<file path="src/rtl/alu_seq_divider.sv">
// Radix-2 restoring divider, one quotient bit per cycle, signed or unsigned.
// Signed operands are divided as magnitudes and the signs are reapplied in FIX.
module alu_seq_divider #(
    parameter int WIDTH = 32
) (
    input  logic             clk,
    input  logic             rst,
    input  logic             start,
    input  logic             is_signed,
    input  logic [WIDTH-1:0] dividend,
    input  logic [WIDTH-1:0] divisor,
    output logic             busy,
    output logic             done,
    output logic [WIDTH-1:0] quotient,
    output logic [WIDTH-1:0] remainder,
    output logic             div_by_zero
);

    localparam int CW = $clog2(WIDTH + 1);

    typedef enum logic [1:0] {
        IDLE,
        RUN,
        FIX,
        DONE
    } state_t;

    state_t           state_reg;
    logic [CW-1:0]    count_reg;
    logic [WIDTH-1:0] rem_reg;
    logic [WIDTH-1:0] dvd_reg;
    logic [WIDTH-1:0] dvs_reg;
    logic             neg_q_reg;
    logic             neg_r_reg;

    logic [WIDTH-1:0] dividend_abs;
    logic [WIDTH-1:0] divisor_abs;
    logic [WIDTH:0]   shifted;
    logic [WIDTH+1:0] diff;
    logic             trial_ok;
    logic [WIDTH-1:0] rem_next;
    logic [WIDTH-1:0] dvd_next;

    // Negating -2^(W-1) yields 2^(W-1), which is exactly its unsigned magnitude.
    assign dividend_abs = (is_signed && dividend[WIDTH-1]) ? -dividend : dividend;
    assign divisor_abs  = (is_signed && divisor[WIDTH-1])  ? -divisor  : divisor;

    // The shifted remainder can reach 2*divisor-1, so it needs one extra bit;
    // a further bit holds the borrow of the trial subtraction.
    assign shifted  = {rem_reg, dvd_reg[WIDTH-1]};
    assign diff     = {1'b0, shifted} - {2'b00, dvs_reg};
    assign trial_ok = ~diff[WIDTH+1];
    assign rem_next = trial_ok ? diff[WIDTH-1:0] : shifted[WIDTH-1:0];
    assign dvd_next = {dvd_reg[WIDTH-2:0], trial_ok};

    always_ff @(posedge clk) begin
        if (rst) begin
            state_reg   <= IDLE;
            count_reg   <= '0;
            rem_reg     <= '0;
            dvd_reg     <= '0;
            dvs_reg     <= '0;
            neg_q_reg   <= 1'b0;
            neg_r_reg   <= 1'b0;
            busy        <= 1'b0;
            done        <= 1'b0;
            quotient    <= '0;
            remainder   <= '0;
            div_by_zero <= 1'b0;
        end else begin
            case (state_reg)
                IDLE: begin
                    done <= 1'b0;
                    busy <= 1'b0;
                    if (start) begin
                        busy <= 1'b1;
                        if (divisor == '0) begin
                            quotient    <= '1;
                            remainder   <= dividend;
                            div_by_zero <= 1'b1;
                            done        <= 1'b1;
                            state_reg   <= DONE;
                        end else begin
                            div_by_zero <= 1'b0;
                            rem_reg     <= '0;
                            dvd_reg     <= dividend_abs;
                            dvs_reg     <= divisor_abs;
                            neg_q_reg   <= is_signed & (dividend[WIDTH-1] ^ divisor[WIDTH-1]);
                            neg_r_reg   <= is_signed & dividend[WIDTH-1];
                            count_reg   <= CW'(WIDTH);
                            state_reg   <= RUN;
                        end
                    end
                end
                RUN: begin
                    // dvd_reg fills with quotient bits from the right as the dividend shifts out.
                    rem_reg   <= rem_next;
                    dvd_reg   <= dvd_next;
                    count_reg <= count_reg - CW'(1);
                    if (count_reg == CW'(1)) begin
                        state_reg <= FIX;
                    end
                end
                FIX: begin
                    quotient  <= neg_q_reg ? -dvd_reg : dvd_reg;
                    remainder <= neg_r_reg ? -rem_reg : rem_reg;
                    done      <= 1'b1;
                    state_reg <= DONE;
                end
                DONE: begin
                    done      <= 1'b0;
                    busy      <= 1'b0;
                    state_reg <= IDLE;
                end
                default: begin
                    state_reg <= IDLE;
                end
            endcase
        end
    end

endmodule

</file>
<file path="config.mk">
export PLATFORM = sky130hd
export DESIGN_NAME = alu_seq_divider
export DESIGN_NICKNAME = d
export VERILOG_FILES = /design/src/rtl/alu_seq_divider.sv
export SDC_FILE = /design/constraint.sdc
export NUM_CORES = 1
export LEC_CHECK = 0
export CORE_MARGIN = 8
export CORE_UTILIZATION = 32
export CTS_CLUSTER_SIZE = 16
export DETAILED_ROUTE_END_ITERATION = 7
export GPL_ROUTABILITY_DRIVEN = 0
export SLEW_MARGIN = 20
export SYNTH_ARGS = -nofsm -noshare
export SYNTH_HDL_FRONTEND = slang
export SYNTH_SLANG_ARGS = --single-unit
</file>
<file path="constraint.sdc">
create_clock -name clk -period 3.89 [get_ports clk]
set_input_delay 0.5835 -clock clk [delete_from_list [all_inputs] [get_ports clk]]
set_output_delay 0.5835 -clock clk [all_outputs]
set_load 0.02 [all_outputs]
</file>
### Yosys cells after proc, flatten, opt, wreduce, memory -nomap -nowiden

Index checks and enable logic that the tools add are counted.

| cells by class | value |
|---|---|
| $add $sub $neg | 6 |
| equal/unequal tests | 8 |
| multiplexer cells | 29 |
| bitwise logic cells | 5 |
| reductions and logical operators | 13 |

Operator list:

| operator | count |
|---|---|
| $mux W32 | 13 |
| $pmux W32 S2 | 4 |
| $neg A32 Y32 | 4 |
| $sub A33 B32 Y34 | 1 |
| $logic_not A32 Y1 | 1 |
| $mux W6 | 2 |
| $pmux W6 S2 | 1 |
| $reduce_and A3 Y1 | 3 |
| $ne A2 B2 Y1 const B | 4 |
| $pmux W2 S4 | 1 |
| $eq A6 B1 Y1 const B | 1 |
| $mux W2 | 3 |
| $reduce_bool A2 Y1 | 3 |
| $sub A6 B1 Y6 const B | 1 |
| $eq A2 B2 Y1 const B | 2 |
| $reduce_and A2 Y1 | 2 |
| $mux W1 | 3 |
| $pmux W1 S3 | 1 |
| $reduce_bool A3 Y1 | 1 |
| $and A1 B1 Y1 | 2 |
| $eq A2 B1 Y1 const B | 1 |
| $logic_and A1 B1 Y1 | 2 |
| $logic_not A2 Y1 | 1 |
| $not A1 Y1 | 2 |
| other kinds (2) | 2 |

| storage, ports and cells | value |
|---|---|
| register bits | 173 |
| bits of input ports | 68 |
| logic and storage cells | 73 |

### Depth between registers and ports, before layout

| depth | value |
|---|---|
| depth in word-level cells | 5 |
| gate-level depth with buffers | 14 |

### Least setup slack after synthesis

No wires, ideal clock.

| timing path | value |
|---|---|
| path kind | reg2reg |
| from | reg rem_reg[25] |
| to | reg rem_reg[2] |
| library setup time | 0.117 ns |
| arrival time | 2.777 ns |
| setup slack | 0.996 ns |
| cell stages (with the launch flop) | 12 |
| buffers on the path | 2 |
| period minus slack after synthesis | 2.894 ns |
| cells stage by stage | dfxtp_1 -> ha_1 -> a21o_1 -> a21oi_1 -> o21ai_0 -> a31o_2 -> a211o_1 -> a31oi_1 -> clkbuf_1 -> clkbuf_1 -> a21oi_1 -> a22o_1 |

| on the way | value |
|---|---|
| longest elaborated chain between the ends | 3 |

Ends and longest elaborated chain:

| what | RTL line | text |
|---|---|---|
| start: declaration | 30 | `logic [WIDTH-1:0] rem_reg;` |
| start signal: assignment | 97 | `rem_reg <= rem_next;` |
| $sub A33 B32 Y34 | 51 | `assign diff = {1'b0, shifted} - {2'b00, dvs_reg};` |
| $mux W32 | 53 | `assign rem_next = trial_ok ? diff[WIDTH-1:0] : shifted[WIDTH-1:0];` |
| $pmux W32 S2 | 71 | `case (state_reg)` |

No other way between the ends.
A chain may end at the register's enable or synchronous reset.

### Worst setup path in the final report

| timing path | value |
|---|---|
| from | in divisor[1] |
| to | reg quotient[8] |

| on the way | value |
|---|---|
| longest elaborated chain between the ends | 3 |

Ends and longest elaborated chain:

| what | RTL line | text |
|---|---|---|
| start: declaration | 11 | `input logic [WIDTH-1:0] divisor,` |
| $logic_not A32 Y1 | 77 | `if (divisor == '0) begin` |
| $ne A2 B2 Y1 (no line) | - |  |
| $reduce_and A3 Y1 (no line) | - |  |
| end signal: assignment | 105 | `quotient <= neg_q_reg ? -dvd_reg : dvd_reg;` |
| end: declaration | 14 | `output logic [WIDTH-1:0] quotient,` |

No other way between the ends.

==> impl_results.html <==
<table>
<tr><th>Metric</th><th>Value</th></tr>
<tr><th colspan="2">GRT</th></tr>
<tr><td>Initial antenna violation count</td><td>0</td></tr>
<tr><td>Tot GR Track Use</td><td>0.166</td></tr>
<tr><td>Overall overflow remaining after global route</td><td>0</td></tr>
<tr><td>Maximum number of pins on one net before global-route repair</td><td>79</td></tr>
<tr><td>Global-route wire length before repair</td><td>55.3 mm</td></tr>
<tr><td>Vias in the first global route</td><td>9915</td></tr>
<tr><th colspan="2">Floorplanning</th></tr>
<tr><td>Starting utilization of the core area</td><td>0.322</td></tr>
<tr><td>Die outline area</td><td>40600 µm²</td></tr>
<tr><td>Number of cell rows</td><td>68</td></tr>
<tr><td>Number of ports placed on the die boundary</td><td>135</td></tr>
<tr><td>Die height</td><td>201 µm</td></tr>
<tr><td>Die boundary width</td><td>201 µm</td></tr>
<tr><td>Core outline area</td><td>34200 µm²</td></tr>
<tr><th colspan="2">Clock network</th></tr>
<tr><td>Clk buf depth</td><td>2</td></tr>
<tr><td>Clock tree from TritonCTS</td><td>done</td></tr>
<tr><td>Clock edge transition at the registers on the reported setup and hold paths</td><td>0.08 ns</td></tr>
<tr><td>CTS H-Tree Depth</td><td>4</td></tr>
<tr><td>Cts bufs inserted</td><td>17</td></tr>
<tr><td>Clock tree root driver cell</td><td>sky130_fd_sc_hd__clkbuf_16</td></tr>
<tr><td>Post-CTS Resized</td><td>0</td></tr>
<tr><td>Quantity of hold-fixing buffers added after cts</td><td>0</td></tr>
<tr><td>Setup Fix Bufs, Post-CTS</td><td>0</td></tr>
<tr><td>Insertion delay of the later-clocked pin in the worst-skew pair</td><td>0.44 ns</td></tr>
<tr><td>Clock net sink count</td><td>173</td></tr>
<tr><th colspan="2">Worst setup path</th></tr>
<tr><td>Reg-to-reg endpoint</td><td>rem_reg[28]</td></tr>
<tr><td>Maximum fanout along the worst path</td><td>15</td></tr>
<tr><td>Capturing element type of the critical path</td><td>register</td></tr>
<tr><td>Crit Path Category</td><td>in -&gt; reg</td></tr>
<tr><td>Setup slack, reg-to-reg</td><td>0.57 ns</td></tr>
<tr><td>Required time at the endpoint of the critical path</td><td>4.19 ns</td></tr>
<tr><td>Worst setup path endpoint</td><td>quotient[8]</td></tr>
<tr><td>Crit path arrival time</td><td>3.71 ns</td></tr>
<tr><td>Reg2reg start</td><td>dvd_reg[31]</td></tr>
<tr><td>Critical path origin</td><td>divisor[1]</td></tr>
<tr><td>Sort of element at the start of the critical path</td><td>primary input</td></tr>
<tr><td>FF-to-FF path depth</td><td>14</td></tr>
<tr><th colspan="2">Logic synthesis</th></tr>
<tr><td>Number of nets produced by synthesis</td><td>1512</td></tr>
<tr><td>Flop and latch count out of synthesis</td><td>173</td></tr>
<tr><td>Post-synthesis instance area</td><td>11000 µm²</td></tr>
<tr><td>Number of unique standard cell types used by synthesis</td><td>71</td></tr>
<tr><td>Syn. warnings</td><td>0</td></tr>
<tr><td>Portion of the post-synthesis area used by sequential elements</td><td>0.315</td></tr>
<tr><td>Top FF cell, synth</td><td>sky130_fd_sc_hd__dfxtp_1</td></tr>
<tr><td>Synth Instances</td><td>1399</td></tr>
<tr><td>Number of enable-type register cells in the synthesized netlist</td><td>0</td></tr>
<tr><td>Share of async-settable or async-resettable flops after synthesis</td><td>0</td></tr>
<tr><td>Syn avg cell area</td><td>7.86 µm²</td></tr>
<tr><th colspan="2">Cells and area</th></tr>
<tr><td>Final design instance area without fill</td><td>13400 µm²</td></tr>
<tr><td>Highest-count cells in the layout ignoring fill and taps</td><td>sky130_fd_sc_hd__dfxtp_1 (173), sky130_fd_sc_hd__nand2_1 (160), sky130_fd_sc_hd__nor2_1 (149), sky130_fd_sc_hd__clkdlybuf4s50_1 (133), sky130_fd_sc_hd__a21oi_1 (99)</td></tr>
<tr><td>Area Growth Syn to Fin</td><td>22.0%</td></tr>
<tr><td>Leading cell type in the layout, fill and taps excluded</td><td>sky130_fd_sc_hd__dfxtp_1</td></tr>
<tr><td>Ant diodes</td><td>0</td></tr>
<tr><td>Area taken by flip-flops and latches</td><td>3460 µm²</td></tr>
<tr><td>Proportion of layout cells with a drive suffix above 1</td><td>0.0599</td></tr>
<tr><td>Final Core Density</td><td>0.393</td></tr>
<tr><td>Multi-input logic area</td><td>6940 µm²</td></tr>
<tr><td>Number of fill cells in the layout</td><td>3511</td></tr>
<tr><td>Final nets</td><td>1603</td></tr>
<tr><th colspan="2">Flow run</th></tr>
<tr><td>Number of maximum-capacitance violations</td><td>0</td></tr>
<tr><th colspan="2">Timing</th></tr>
<tr><td>Setup repair after global routing missed its margin</td><td>no</td></tr>
<tr><td>Fmax achieved</td><td>0.294 GHz</td></tr>
<tr><td>Max-slew violation count</td><td>0</td></tr>
<tr><td>Number of hold violations in the final report</td><td>0</td></tr>
<tr><td>Min cycle time layout</td><td>3.40 ns</td></tr>
<tr><td>Setup clock skew after layout</td><td>0.0141 ns</td></tr>
<tr><td>Portion of the clock cycle consumed by the worst path in the final layout</td><td>0.875</td></tr>
<tr><td>Worst slew pin tran</td><td>1.07 ns</td></tr>
<tr><td>Final setup violation count</td><td>0</td></tr>
<tr><td>Headroom to the max-slew limit</td><td>0.286</td></tr>
<tr><td>Setup TNS</td><td>0 ns</td></tr>
<tr><td>Setup slack of the critical path after layout</td><td>0.485 ns</td></tr>
<tr><th colspan="2">Place</th></tr>
<tr><td>Placement-stage cell area</td><td>12800 µm²</td></tr>
<tr><td>Setup Slack @ Placement</td><td>0.0118 ns</td></tr>
<tr><td>Port Buffers</td><td>134</td></tr>
<tr><td>HPWL after detailed placement</td><td>27.0 mm</td></tr>
<tr><th colspan="2">Power</th></tr>
<tr><td>Static power due to leakage</td><td>5.00 nW</td></tr>
<tr><td>Power Density</td><td>568 nW/µm²</td></tr>
<tr><td>Overall power consumption</td><td>0.00762 W</td></tr>
<tr><td>Worst vdd ir</td><td>0.000345 V</td></tr>
<tr><th colspan="2">Outcome</th></tr>
<tr><td>Status</td><td>finished with violations</td></tr>
<tr><td>Violated checks</td><td>design-rule violations</td></tr>
<tr><th colspan="2">Drt</th></tr>
<tr><td>Final routed DRC violation total</td><td>4</td></tr>
<tr><td>Detailed Routing Iterations Pass 1</td><td>8</td></tr>
<tr><td>Post-detailed-routing wire length</td><td>34.7 mm</td></tr>
<tr><td>Initial detailed-routing violation count</td><td>751</td></tr>
<tr><td>Average wire per cell in the routed design</td><td>17.7 µm</td></tr>
<tr><td>ANT nets after route</td><td>0</td></tr>
<tr><td>Via-to-Cell Ratio</td><td>5.31</td></tr>
<tr><td>Via count</td><td>10400</td></tr>
<tr><th colspan="2">Min path</th></tr>
<tr><td>Worst hold-check path type</td><td>reg -&gt; reg</td></tr>
</table>
[cell type report]
| cell class | instances | share of cell area |
|---|---|---|
| multi-input combinational | 1076 | 0.517 |
| sequential | 173 | 0.258 |
| timing repair buffer | 163 | 0.121 |
| tap | 455 | 0.0424 |
| clock buffer | 19 | 0.0322 |
| inverter | 59 | 0.0165 |
| clock inverter | 13 | 0.0131 |
[cell families (layout without fill, tap and decap cells)]
logic type               count (synthesis)  count (layout)  synth area share
AND/OR/NAND/NOR                        453             453             0.190
AO/OA/AOI/OAI                          421             421             0.261
flip-flops                             173             173             0.315
XOR/XNOR                               151             151             0.120
buffers and inverters                  150             254            0.0567
adder cells (fa/ha/maj)                 45              45            0.0519
multiplexers                             6               6           0.00557
[worst max-delay path: stages]
cell	delay (ns)
sky130_fd_sc_hd__clkdlybuf4s50_1	0.45
sky130_fd_sc_hd__inv_1	0.08
sky130_fd_sc_hd__ha_1	0.15
sky130_fd_sc_hd__or3b_2	0.50
sky130_fd_sc_hd__nor4_2	0.25
sky130_fd_sc_hd__nand4_2	0.31
sky130_fd_sc_hd__nor3_4	0.31
sky130_fd_sc_hd__and2_1	0.25
sky130_fd_sc_hd__nand2b_1	0.29
sky130_fd_sc_hd__nand2_2	0.27
sky130_fd_sc_hd__o22ai_1	0.21
sky130_fd_sc_hd__nor2_1	0.05
[power by group]
part	total, W	internal, W	switching [W]
registers	0.00246	0.00213	0.000324
logic	0.00335	0.00133	0.00202
clock network	0.00181	0.00103	0.000786
[worst min path at each step]
stage / to / cells after the start / slack [ns] / start
after global placement: remainder[15] / 2 / 0.44 / remainder[15]
after floorplan: dvs_reg[31] / 2 / 0.43 / dvs_reg[31]
after detailed placement: remainder[15] / 2 / 0.45 / remainder[15]
final: remainder[15] / 2 / 0.46 / remainder[15]
after global routing: remainder[15] / 2 / 0.47 / remainder[15]
after CTS: remainder[15] / 2 / 0.46 / remainder[15]
[metal layers]
layer | up-vias | track usage | wire length (µm)
met5 | - | 0 | 0
met4 | 0 | 0.0691 | 1200
met2 | 282 | 0.275 | 16500
met1 | 4819 | 0.211 | 15500
li1 | 5235 | - | -
met3 | 52 | 0.0273 | 1530
[synth_stat cells (all sizes together), types with 2 or more instances]
cell type / count / area [µm²]
a211oi: 45 / 338
a21boi: 3 / 22.5
a21o: 12 / 90.1
a21oi: 101 / 513
a221oi: 3 / 26.3
a222oi: 14 / 140
a22o: 15 / 131
a22oi: 15 / 113
a311oi: 19 / 166
a31o: 2 / 17.5
a31oi: 11 / 68.8
a32oi: 10 / 87.6
and2: 7 / 43.8
and3: 6 / 37.5
buf: 25 / 155
clkbuf: 66 / 248
dfxtp: 173 / 3460
ha: 44 / 551
inv: 59 / 221
mux2i: 5 / 50.1
nand2: 161 / 607
nand2b: 10 / 70.1
nand3: 21 / 105
nand4: 10 / 68.8
nor2: 152 / 578
nor2b: 4 / 25.0
nor3: 33 / 181
nor3b: 3 / 22.5
nor4: 16 / 128
o2111ai: 3 / 26.3
o211ai: 23 / 173
o21ai: 72 / 364
o21bai: 5 / 37.5
o22ai: 17 / 106
o31ai: 29 / 218
o41ai: 16 / 159
or2: 4 / 25.0
or3: 10 / 67.6
or4: 11 / 90.1
xnor2: 60 / 526
xor2: 91 / 797
[through the flow]
step                      std cells  hold WS, ns
after global routing           1958        0.471
after floorplan                1399        0.432
after detailed placement       1926        0.450
after CTS                      1958        0.457
final                          1958        0.459
after global placement         1926        0.442
No activity file was read; power rests on OpenSTA's default activity.
